**src/rtl/serial_add_seq.sv**
```systemverilog
// serial_add_seq: nibble-serial add/subtract sequencer built around one 4-bit carry-lookahead slice
// Ports:
//   clk        rising-edge clock
//   rst        synchronous active-high reset
//   in_valid   operand request valid
//   in_ready   high in IDLE, block accepts operands
//   in_a       operand A (W bits)
//   in_b       operand B (W bits)
//   in_sub     1 = A-B, 0 = A+B
//   out_valid  result valid (DONE)
//   out_ready  consumer accepts result
//   out_sum    result (W bits), LSB nibble written first
//   out_cout   carry out of the MSB nibble; for subtract, 1 = no borrow
//   out_ovfl   signed two's-complement overflow
//   busy       block is not IDLE
module serial_add_seq #(
    parameter int NIBBLES = 4,
    localparam int W = 4 * NIBBLES
) (
    input  logic         clk,
    input  logic         rst,
    input  logic         in_valid,
    output logic         in_ready,
    input  logic [W-1:0] in_a,
    input  logic [W-1:0] in_b,
    input  logic         in_sub,
    output logic         out_valid,
    input  logic         out_ready,
    output logic [W-1:0] out_sum,
    output logic         out_cout,
    output logic         out_ovfl,
    output logic         busy
);
    localparam int IW = NIBBLES > 1 ? $clog2(NIBBLES) : 1;
    localparam logic [IW-1:0] LAST = IW'(NIBBLES - 1);

    typedef enum logic [1:0] {IDLE, RUN, DONE} state_t;

    state_t        state, state_nx;
    logic [W-1:0]  a_r, b_r;
    logic          carry;
    logic [IW-1:0] idx;
    logic [3:0]    a_n, b_n, p, g, s;
    logic [4:0]    c;
    logic          last;

    // Single 4-bit carry-lookahead slice fed by the current nibble of the latched operands.
    always_comb begin
        a_n  = a_r[4*idx +: 4];
        b_n  = b_r[4*idx +: 4];
        p    = a_n ^ b_n;
        g    = a_n & b_n;
        c[0] = carry;
        c[1] = g[0] | (p[0] & c[0]);
        c[2] = g[1] | (p[1] & g[0]) | (p[1] & p[0] & c[0]);
        c[3] = g[2] | (p[2] & g[1]) | (p[2] & p[1] & g[0]) | (p[2] & p[1] & p[0] & c[0]);
        c[4] = g[3] | (p[3] & g[2]) | (p[3] & p[2] & g[1]) | (p[3] & p[2] & p[1] & g[0])
             | (p[3] & p[2] & p[1] & p[0] & c[0]);
        s    = p ^ c[3:0];
        last = idx == LAST;
    end

    always_ff @(posedge clk) begin
        state <= rst ? IDLE : state_nx;
    end

    always_comb begin
        state_nx = state == IDLE ? (in_valid ? RUN : IDLE)
                 : state == RUN  ? (last ? DONE : RUN)
                 : state == DONE ? (out_ready ? IDLE : DONE)
                 : IDLE;
    end

    always_comb begin
        in_ready  = state == IDLE;
        out_valid = state == DONE;
        busy      = state != IDLE;
    end

    // Subtraction is A + ~B + 1: B is inverted at accept and the +1 enters as the initial carry.
    // The index parks at the last nibble; it restarts from zero on the next accept.
    always_ff @(posedge clk) begin
        if (rst) begin
            a_r      <= '0;
            b_r      <= '0;
            carry    <= 1'b0;
            idx      <= '0;
            out_sum  <= '0;
            out_cout <= 1'b0;
            out_ovfl <= 1'b0;
        end else if (state == IDLE && in_valid) begin
            a_r     <= in_a;
            b_r     <= in_sub ? ~in_b : in_b;
            carry   <= in_sub;
            idx     <= '0;
            out_sum <= '0;
        end else if (state == RUN) begin
            out_sum[4*idx +: 4] <= s;
            carry               <= c[4];
            if (last) begin
                out_cout <= c[4];
                out_ovfl <= (a_r[W-1] == b_r[W-1]) & (s[3] != a_r[W-1]);
            end else begin
                idx <= idx + 1'b1;
            end
        end
    end
endmodule
```
**config.mk**
```make
export PLATFORM = sky130hd
export DESIGN_NAME = serial_add_seq
export DESIGN_NICKNAME = d
export VERILOG_FILES = /design/src/rtl/serial_add_seq.sv
export SDC_FILE = /design/constraint.sdc
export NUM_CORES = 1
export LEC_CHECK = 0
export BUFFER_PORTS_ARGS = -buffer_cell sky130_fd_sc_hd__buf_2
export CORE_MARGIN = 2
export CORE_UTILIZATION = 55
export CTS_BUF_LIST = sky130_fd_sc_hd__clkbuf_4 sky130_fd_sc_hd__clkbuf_8
export DETAILED_ROUTE_END_ITERATION = 10
export PLACE_DENSITY_LB_ADDON = 0.25
export SETUP_SLACK_MARGIN = 0.5
export SLEW_MARGIN = 20
export SYNTH_ARGS = -nofsm -noshare
export SYNTH_HDL_FRONTEND = slang
export SYNTH_SLANG_ARGS = --single-unit
```
**constraint.sdc**
```tcl
create_clock -name clk -period 7.3 [get_ports clk]
set_input_delay 1.825 -clock clk [delete_from_list [all_inputs] [get_ports clk]]
set_output_delay 1.825 -clock clk [all_outputs]
set_load 0.02 [all_outputs]
```
==> results of run 1 <==
-- layer usage --
metal,vias up,wire [um],global-route usage (%)
met5,-,0,0
met4,0,79,5.95
met3,7,287,3.93
met2,71,2590,35.5
met1,960,2600,28.5
li1,1062,-,-
-- cells by family after synthesis --
kind of cell / synth area share [%]
fa+ha+maj: 5.75
simple gates: 17.6
flops: 40.2
mux: 6.58
xor+xnor: 5.75
buf+inv: 4.38
compound gates: 19.8
-- state kept, by name, summed over array words and instances, names as in the netlist --
name	count
a_r	16
b_r	16
out_sum	16
idx	2
state	2
carry	1
out_cout	1
out_ovfl	1
-- power breakdown --
| part | total [W] | leakage [nW] | internal (W) | switching [W] |
|---|---|---|---|---|
| Combinational | 0.000116 | 0.763 | 0.0000495 | 0.0000670 |
| Sequential | 0.000330 | 0.450 | 0.000316 | 0.0000138 |
| Clock | 0.000237 | 0.0688 | 0.000141 | 0.0000964 |
-- layout by cell type, fill, tap and decap left out, types with 2 or more instances in the layout --
master and count:
buf_2 57, dfxtp_1 55, nor2_1 42, nand2_1 36, a21oi_1 19, xnor2_1 17, a211oi_2 16, ha_1 11
mux4_2 8, a22oi_1 8, a32oi_1 8, clkbuf_8 5, inv_1 4, nand2b_1 3, nand3b_2 3, nor4_2 3
a21o_1 3, a211o_1 2, bufinv_16 2
-- layout make-up --
cell class                 instances  share of cell area [%]
multi-input combinational        199                    48.4
sequential                        55                    35.0
timing repair buffer              57                    9.08
tap                               67                    2.67
clock buffer                       6                    2.43
clock inverter                     2                    1.91
inverter                           4                   0.478
-- per-stage QoR --
| step | util (%) | hold slack [ns] | power, W | std cells |
|---|---|---|---|---|
| finish | 66.1 | 0.459 | 0.000683 | 390 |
| global route | 66.1 | 0.479 | 0.000708 | 390 |
| CTS | 66.1 | 0.460 | 0.000685 | 390 |
| detailed placement | 63.2 | 0.447 | 0.000452 | 382 |
| global placement | 63.2 | 0.440 | 0.000449 | 382 |
| floorplan | - | 0.433 | 0.000425 | 275 |
-- worst min-delay path by stage --
stage / start / to / cells after the start
5_1_grt: a_r[5] / a_r[5] / 2
6_report: a_r[11] / a_r[11] / 2
4_1_cts: a_r[6] / a_r[6] / 2
3_5_place_dp: a_r[6] / a_r[6] / 2
2_1_floorplan: a_r[4] / a_r[4] / 2
3_3_place_gp: a_r[10] / a_r[10] / 2
-- cells in the mapped netlist (2+ instances only) --
cell / count / area (um2)
a32oi_1: 8 / 70.1
ha_1: 11 / 138
nand2_1: 36 / 135
xnor2_1: 17 / 149
nand3b_2: 3 / 33.8
a211oi_2: 16 / 200
buf_6: 3 / 33.8
nor2_1: 42 / 158
dfxtp_1: 55 / 1100
buf_4: 2 / 15.0
inv_1: 4 / 15.0
a22oi_1: 8 / 60.1
a21o_1: 3 / 22.5
and2_1: 2 / 12.5
buf_2: 9 / 45.0
a21oi_1: 19 / 95.1
nand2b_1: 3 / 18.8
mux4_2: 8 / 180
nor4_2: 3 / 37.5
a211o_1: 2 / 17.5
clkbuf_1: 3 / 11.3
-- worst register-to-register path, stage by stage, from the launching register on --
cell      delay (ns)
dfxtp_1         0.85
mux4_2          0.67
ha_1            0.34
a21o_1          0.21
a311o_1         0.47
a21o_1          0.23
a311oi_2        0.22
==> results.md, run 1 <==
* Status: complete, no violations
* Port Buffers at 57
* Post-Syn Nets at 324
* PwrDens at around 220 nW/um2
* Antenna violations before repair at 0
* Post-layout min period at approximately 3 ns
* Dpl hpwl at approximately 3.8 mm
* Data arrival, critical path at 3.26 ns
* CTS max path bufs at 2
* Req. time, crit path at ~7.5 ns
* Clock Sinks at 55
* Register area at 1100 um2
* Gpl congestion at roughly 0.8
* Crit path depth at 3
* Die ar. at around 5600 um2
* Slowest CP cell: nand2b_1
* Final Cell Area at about 3100 um2
* Depth of the worst register-to-register path at 6
* Die width at about 75 um
* Rows at 25
* Synth Register Bits at 55
* RSZ-0062 raised after global routing: false
* Synthesized instance count at approximately 280
* Leakage at 1.28 nW
* Final Hold Vio Count at 0
* TritonCTS clock tree: done
* TritonCTS Buffers at 5
* Worst-margin pin slew at about 1 ns
* Area growth from synthesis to layout at 14.7%
* Gr ovfl total at 0
* Worst-path maximum fanout at 38
* Placed cell area at between 3000 and 4000 um2
* Avg Inst Size Synth at 9.96 um2
* First-pass detailed-route iteration total at 4
* CP Launch Type: input port
* Wirelength per Cell at between 10 and 15 um
* Worst vdd ir at between 0.00015 and 0.0002 V
* I/O pin cnt at 58
* Die height at 74.6 um
* Max_slew headroom at a little under a third
* Via density at 5.38
* Buffer count from post-CTS setup fixing at 0
* Number of synthesized flops with an enable pin at 0
* Setup WS pre-CTS at slightly below 4 ns
* Ratio of cells with drive above 1 in the final layout at 32.2%
* Achievable frequency at between 0.3 and 0.4 GHz
* Max-cap viol count at 0
* Total Routing Usage GR at a little over a fifth
* Post-synthesis sequential area ratio at 40.2%
* R2r startpoint: idx[0]
* Clk_skew at around 0.0066 ns
* Hold buffer count at cts at 0
* First-pass GRT wire length at between 8 and 9 mm
* Worst setup margin at 4.21 ns
* DRC at 0
* Via total after detailed routing at 2100
* Number of global-route vias before repair at ~1900
* Worst-path clk slew at 0.10 ns
* Endpoints failing setup at 0
* Worst skew pair latency at 0.31 ns
* Fin crit share at roughly 42%
* CORE AREA at 4750 um2
* CP endpoint: out_sum[1]
* ANT cells at 0
* Crit. End Element: flop
* Yosys Warn Count at 0
* Wire length reported by the detailed router at between 5 and 6 mm
* Worst Hold Class: flop to flop
* WS Path Type: input port to flop
* Critical path launch point: rst
* Flop-to-flop setup slack at about 4.2 ns
* CTS H-tree depth at 2
* Top FF cell, synth: dfxtp_1
* CTS root buf: clkbuf_8
* Largest net degree at the start of global routing at 52
* Post-route ant nets at 0
* Crit-path cells: buf_2 -> nand2b_1 -> nor2_1
* CTS resizes at 0
* Area occupied by multi-input gates at between 1500 and 2000 um2
* Filler Cell Count at approximately 400
* Pins over their slew limit at 0
* CP top delay family: simple AND/OR/NAND/NOR gates
* Asr flop ratio synth at 0%
* Unique cell type count in the Yosys netlist at 39
* Worst Path Buf+Inv at 1
* Setup_tns at 0 ns
* Largest stage delay, worst path at 0.65 ns
* Iteration-0 DRC Markers at 115
* Number of nets in the layout at between 300 and 400
* Synthesized cell area at approximately 2700 um2
* Worst r2r dst: out_ovfl
* Initial Util at approximately 58%
Power figures use the tool's default switching activity.
==> run 2, diff against run 1 <==
--- a/config.mk
+++ b/config.mk
@@ -5,9 +5,10 @@
 export SDC_FILE = /design/constraint.sdc
 export NUM_CORES = 1
 export LEC_CHECK = 0
+export ABC_AREA = 1
 export BUFFER_PORTS_ARGS = -buffer_cell sky130_fd_sc_hd__buf_2
 export CORE_MARGIN = 2
-export CORE_UTILIZATION = 55
+export CORE_UTILIZATION = 51
 export CTS_BUF_LIST = sky130_fd_sc_hd__clkbuf_4 sky130_fd_sc_hd__clkbuf_8
 export DETAILED_ROUTE_END_ITERATION = 10
 export PLACE_DENSITY_LB_ADDON = 0.25
==> constraint.sdc (replaced) <==
create_clock -name clk -period 2.8 [get_ports clk]
set_input_delay 0.7 -clock clk [delete_from_list [all_inputs] [get_ports clk]]
set_output_delay 0.7 -clock clk [all_outputs]
set_load 0.02 [all_outputs]
==> run 2 against run 1 <==
Final area shrank 1.0%. Sequential power grew to 2.6 times the previous value. Worst hold slack gained 0.0073 ns. Sequential share of layout area grew 0.51 points. Combinational power grew to 3.0 times the previous value. Final cell count grew 20%. First-iteration DRC count shrank 38%. Via count grew 15%. Critical path type is now flop to flop. Largest cell class unchanged.
==> results.md, run 2 <==
* Status: complete, no violations
* Wirelength per Cell at 12.0 um (-16%)
* Net switching power at 0.000489 W (+180%)
* Synthesized cell area at 2630 um2 (-3.9%)
* Gr ovfl total at 0 (unchanged)
* Initial Util at 52.2% (-5.4 points)
* Worst Hold Class: flop to flop
* Synth Register Bits at 55 (unchanged)
* Flop-to-flop setup slack at 0.71 ns (-3.52 ns)
* Wire length reported by the detailed router at 5.59 mm (+0.65%)
* WS Path Type: flop to flop
* Largest net degree at the start of global routing at 36 (-31%)
* Top cell by count, worst path: buf_4
* Post-synth top cells: nor2_1, dfxtp_1, nand2_1, o21ai_0, a21oi_1
* Min-Delay Endpoint: out_sum[12]
* Number of global-route vias before repair at 2099 (+11%)
* Pins over their slew limit at 0 (unchanged)
* Slowest CP cell: dfxtp_4
* Largest regs: a_r x16, b_r x16, out_sum x16
* TritonCTS Buffers at 5 (unchanged)
* Rows at 26 (+4.0%)
* Area contributors post-synth: dfxtp_1, nor2_1, o21ai_0
* Worst Path Buf+Inv at 3 (+2)
* Post-synth top area share at 41.8% (+1.6 points)
* Count leader, synth: nor2_1
* Worst vdd ir at 0.000309 V (+99%)
* Placed cell area at 2960 um2 (-1.5%)
* Iteration-0 DRC Markers at 71 (-38%)
* Number of nets in the layout at 446 (+20%)
* Worst-path clk slew at 0.09 ns (about the same)
* Max-cap viol count at 0 (unchanged)
* Worst r2r dst: out_sum[15]
* Worst setup margin at 0.706 ns (-3.51 ns)
* Via total after detailed routing at 2411 (+15%)
* Gpl congestion at 0.843 (+2.5%)
* Via density at 5.15 (-4.3%)
* CORE AREA at 5040 um2 (+6.1%)
* Area growth from synthesis to layout at 18.1%
* Clock power share at 28.3% (-6.4 points)
* Port Buffers at 57 (unchanged)
* Worst skew pair latency at 0.31 ns (about the same)
* Yosys Warn Count at 0 (unchanged)
* Commonest non-fill, non-tap cell in the layout: nor2_1
* Top FF cell, synth: dfxtp_1
* Sw Ratio at 29.0% (+3.0 points)
* Fin crit share at 74.8%
* Avg Inst Size Synth at 7.68 um2 (-23%)
* TritonCTS clock tree: done
* Final Hold Vio Count at 0 (unchanged)
* Data arrival, critical path at 2.33 ns (-0.93 ns)
* CTS H-tree depth at 2 (unchanged)
* Sequential power share at 51.2% (+3.0 points)
* Crit. End Element: flop
* Largest area contributor in the netlist: dfxtp_1
* Internal Power at 0.00120 W (+140%)
* Endpoints failing setup at 0 (unchanged)
* Setup_tns at 0 ns (unchanged)
* Hold_ws at 0.466 ns (+0.00734 ns)
* DRC at 0 (unchanged)
* CTS root buf: clkbuf_8
* Min-delay src: out_sum[12]
* First-pass GRT wire length at 9.25 mm (+2.9%)
* First-pass detailed-route iteration total at 4 (unchanged)
* CTS max path bufs at 2 (unchanged)
* CP Launch Type: flop
* Asr flop ratio synth at 0% (unchanged)
* Depth of the worst register-to-register path at 10 (+4)
* Number of synthesized flops with an enable pin at 0 (unchanged)
* Logic pwr share at 20.5% (+3.5 points)
* Unique cell type count in the Yosys netlist at 31 (-21%)
* Final Cell Area at 3110 um2 (-1.0%)
* Die height at 75.9 um (+1.7%)
* Max_slew headroom at 61.8% (+30 points)
* Ratio of cells with drive above 1 in the final layout at 22.6% (-9.6 points)
* Worst-path maximum fanout at 9 (-76%)
* CP top delay family: buffers and inverters
* Post-layout min period at 2.09 ns
* Synthesized instance count at 343 (+25%)
* Achievable frequency at roughly 0.48 GHz
* Clock Sinks at 55 (unchanged)
* Post-Syn Nets at 392 (+21%)
* Setup WS pre-CTS at 0.388 ns (-3.49 ns)
* RSZ-0062 raised after global routing: false
* Dpl hpwl at 4.21 mm (+11%)
* Die width at 75.9 um (+1.7%)
* Crit-path cells: clkinvlp_4 -> buf_4 -> buf_4 -> o21ai_0 -> o22ai_1 -> ha_1 -> nand3_1 -> nand2_1 -> nand4_1 -> a21oi_1
* R2r startpoint: idx[0]
* Commonest non-fill, non-tap cells in the layout: nor2_1, buf_2, dfxtp_1, nand2_1, o21ai_0
* Total Routing Usage GR at 20.9% (-0.38 points)
* Clk_skew at 0.00659 ns (-0.0000340 ns)
* Worst-margin pin slew at 0.571 ns (-0.458 ns)
* Leakage at 1.34 nW (+4.6%)
* Req. time, crit path at 3.04 ns (-4.43 ns)
* Die ar. at 5750 um2 (+3.4%)
* Antenna violations before repair at 0 (unchanged)
* I/O pin cnt at 58 (unchanged)
* PwrDens at 542 nW/um2 (+150%)
* Hold buffer count at cts at 0 (unchanged)
* Post-route ant nets at 0 (unchanged)
* Largest stage delay, worst path at 0.41 ns (-0.24 ns)
* WHS Path Cells at 2 (unchanged)
* Post-synthesis sequential area ratio at 41.8% (+1.6 points)
* ANT cells at 0 (unchanged)
## run 2: per-stage QoR
step / total power [W] / util (%) / instances
after global placement: 0.00121 / 58.7 / 458
after detailed placement: 0.00122 / 58.7 / 458
after CTS: 0.00169 / 60.8 / 466
after global routing: 0.00178 / 61.7 / 468
after floorplan: 0.00113 / - / 343
final: 0.00169 / 61.7 / 468
## run 2: area by class of cell
cell class              count  area [um2]
fillers                   469        1930
multi-input cells         251        1390
repair buffers             62         330
repair inverters            1        7.51
clock buffers               8         104
well taps                  70        87.6
flip-flops and latches     55        1110
inverters                  21        83.8
## run 2: routing by layer
layer | part of all wire [%] | vias to the layer above | wire length, um | track usage [%]
li1 | - | 1253 | - | -
met1 | 45 | 1078 | 2510 | 26.0
met2 | 49 | 71 | 2720 | 35.8
met3 | 5.0 | 9 | 281 | 4.89
met4 | 1.5 | 0 | 82 | 6.43
met5 | 0 | - | 0 | 0
## run 2: worst max-delay path by stage
stage	start	to	slack [ns]	depth (start not counted)
after detailed placement	idx[1]	out_sum[13]	0.39	9
final	idx[0]	out_sum[15]	0.71	10
after floorplan	idx[0]	out_ovfl	0.65	15
after global routing	idx[1]	out_sum[5]	0.50	9
after global placement	idx[1]	out_ovfl	0.52	14
after CTS	idx[1]	out_sum[13]	0.52	9
## run 2: logic make-up (layout without fill, tap and decap cells)
logic type / Yosys count / count (layout) / share of synthesized area, %
xor+xnor: 17 / 17 / 5.65
simple gates: 139 / 139 / 23.0
compound gates: 83 / 83 / 17.7
buf+inv: 37 / 92 / 5.84
flops: 55 / 55 / 41.8
fa+ha+maj: 12 / 12 / 5.99
## run 2: tightest hold or removal path, stage by stage, from the launching register on
cell and delay (ns):
dfxtp_1 0.32, nand2_1 0.06, a21oi_1 0.05
## run 2: power by group through the flow
stage               Combinational [W]  Sequential [W]  Clock, W
global route                 0.000397        0.000870  0.000516
global placement             0.000332        0.000878         0
floorplan                    0.000253        0.000873         0
detailed placement           0.000342        0.000880         0
finish                       0.000347        0.000863  0.000477
CTS                          0.000341        0.000862  0.000485
## run 2: timing repair
action | in CTS | in global routing
buffers inserted | 0 | 1
resized for setup | 1 | 10
endpoints found under the setup margin | 8 | 17
gates cloned | 0 | 1
==> run 3, diff against run 2 <==
==> constraint.sdc (replaced) <==
create_clock -name clk -period 1.7 [get_ports clk]
set_input_delay 0.425 -clock clk [delete_from_list [all_inputs] [get_ports clk]]
set_output_delay 0.425 -clock clk [all_outputs]
set_load 0.02 [all_outputs]
==> run 3 against run 2 <==
The run now ends with setup timing left. Non-clock buffer count rose by 32. Fmax rose by 3.9%. Clock power rose by 94%. Critical path type unchanged. Critical endpoint is now out_ovfl.
==> results.md, run 3 (synthesis gave the netlist of run 2 again) <==
* Status: finished, violations left
* Failing checks: setup timing
* TritonCTS clock tree: done
* Post-layout min period at 2.02 ns (-0.0783 ns)
* CP top delay family: simple AND/OR/NAND/NOR gates
* CTS H-tree depth at 2 (unchanged)
* Crit. End Element: flop
* Gpl congestion at 0.859 (+1.9%)
* Wirelength per Cell at 17.8 um (+49%)
* Worst Path Buf+Inv at 2 (-1)
* Number of nets in the layout at 477 (+7.0%)
* Placed cell area at 3150 um2 (+6.3%)
* PwrDens at 836 nW/um2 (+54%)
* Top cell by count, worst path: nand2_2
* Leakage at 1.67 nW (+25%)
* Achievable frequency at 0.496 GHz (+3.9%)
* Flop-to-flop setup slack at -0.32 ns (-1.02 ns)
* Commonest non-fill, non-tap cell in the layout: nor2_1
* Clock Sinks at 55 (unchanged)
* I/O pin cnt at 58 (unchanged)
* CP Launch Type: flop
* Setup_tns at -3.43 ns (-3.43 ns)
* Initial Util at 52.2% (unchanged)
* Overall power consumption at 0.00344 W (+100%)
* Total Routing Usage GR at 25.4% (+4.5 points)
* Worst skew pair latency at 0.33 ns (+0.02 ns)
* WS Path Type: flop to flop
* Number of global-route vias before repair at 2378 (+13%)
* Post-route ant nets at 0 (unchanged)
* Dpl hpwl at 4.46 mm (+5.9%)
* Worst-margin pin slew at 0.486 ns (-0.0850 ns)
* DRC at 0 (unchanged)
* Via total after detailed routing at 2811 (+17%)
* TritonCTS Buffers at 5 (unchanged)
* Area growth from synthesis to layout at 56.2%
* Clk_skew at 0.0188 ns (+0.0123 ns)
* CORE AREA at 5040 um2 (unchanged)
* Largest regs: a_r x16, b_r x16, out_sum x16
* Max_slew headroom at 67.6% (+5.7 points)
* Worst vdd ir at 0.000628 V (+100%)
* Final Cell Area at 4110 um2 (+32%)
* Data arrival, critical path at 2.25 ns (-0.08 ns)
* Die height at 75.9 um (unchanged)
* Fin crit share at 119% (+44 points)
* Rows at 26 (unchanged)
* RSZ-0062 raised after global routing: true
* Pins over their slew limit at 0 (unchanged)
* Gr ovfl total at 0 (unchanged)
* Commonest non-fill, non-tap cells in the layout: nor2_1, buf_2, dfxtp_1, nand2_1, buf_6
* Ratio of cells with drive above 1 in the final layout at 52.9% (+30 points)
* Worst-path maximum fanout at 15 (+6)
* ANT cells at 0 (unchanged)
* Final Hold Vio Count at 0 (unchanged)
* Antenna violations before repair at 0 (unchanged)
* Crit-path cells: inv_4 -> nor2_2 -> o22ai_2 -> ha_1 -> nand2_1 -> nand2_2 -> nand2_4 -> nand2_2 -> nand2_2 -> nand2_4 -> nand2_2 -> nand3_2 -> nand2_1 -> inv_1
* Endpoints failing setup at 19 (+19)
* Worst setup margin at -0.316 ns (-1.02 ns)
* Req. time, crit path at 1.93 ns (-1.11 ns)
* Via density at 5.63 (+9.3%)
* Largest stage delay, worst path at 0.38 ns (-0.03 ns)
* CTS max path bufs at 2 (unchanged)
* Port Buffers at 57 (unchanged)
* Slowest CP cell: dfxtp_4
* CTS root buf: clkbuf_8
* Wire length reported by the detailed router at 8.88 mm (+59%)
* Die ar. at 5750 um2 (unchanged)
* Max-cap viol count at 0 (unchanged)
* Iteration-0 DRC Markers at 229 (+220%)
* Die width at 75.9 um (unchanged)
* First-pass GRT wire length at 11.1 mm (+20%)
* Setup WS pre-CTS at -0.210 ns (-0.598 ns)
* First-pass detailed-route iteration total at 4 (unchanged)
* Worst-path clk slew at 0.11 ns (+0.02 ns)
* Worst Hold Class: input port to flop
* Largest net degree at the start of global routing at 26 (-28%)
==> run 3: cell types whose count changed in the layout (fill, tap and decap cells not counted), sizes merged <==
cell      delta
buf         +30
bufinv       +1
clkinvlp     -2
clkinv       +1
inv          +1
==> run 3: stage by stage <==
step,hold slack (ns),utilization (%),std cells
finish,0.345,81.6,499
global route,0.344,81.6,499
CTS,0.355,72.4,488
detailed placement,0.453,62.4,476
global placement,0.450,62.4,476
floorplan,0.448,-,343
==> run 3: repair_timing <==
| action | in CTS | in global routing |
|---|---|---|
| pin swaps | 23 | 28 |
| hold buffers | 0 | 0 |
| gates cloned | 2 | 3 |
| endpoints found under the hold margin | 0 | 0 |
| setup endpoints to repair | 51 | 76 |
| resized for setup | 115 | 96 |
| setup buffers | 2 | 8 |
==> run 3: worst paths after layout <==
path,depth (start not counted),endpoint,from
worst max-delay path,14,out_ovfl,idx[0]
worst max register to register,14,out_ovfl,idx[0]
worst min register to register,2,b_r[11],b_r[11]
worst min-delay path,3,a_r[2],in_a[2]
==> run 3: report_power, final <==
part,switching [W],total (W),internal (W)
Sequential,0.0000812,0.00145,0.00136
Combinational,0.000584,0.00107,0.000483
Clock,0.000448,0.000926,0.000478
Total,0.00111,0.00344,0.00233
==> run 3: worst reg2reg max path, cell delays in order, from the launching register on <==
cell	delay, ns
dfxtp_4	0.38
inv_4	0.16
nor2_2	0.06
o22ai_2	0.27
ha_1	0.32
nand2_1	0.09
nand2_2	0.08
nand2_4	0.08
nand2_2	0.06
nand2_2	0.10
nand2_4	0.08
nand2_2	0.07
nand3_2	0.06
nand2_1	0.09
inv_1	0.05
==> run 3: cell type report <==
| type | count | area, um2 |
|---|---|---|
| Clock buffer | 6 | 82.6 |
| Clock inverter | 2 | 35.0 |
| Tap cell | 70 | 87.6 |
| Timing Repair Buffer | 94 | 865 |
| Inverter | 21 | 104 |
| Fill cell | 295 | 928 |
| Multi-Input combinational cell | 251 | 1800 |
| Sequential cell | 55 | 1140 |
==> run 3: layer usage <==
layer	routed length (um)	part of all wire, %	global-route usage, %
met1	3420	39	30.7
met2	4700	53	45.7
met3	438	4.9	4.50
met4	315	3.5	7.80
met5	0	0	0
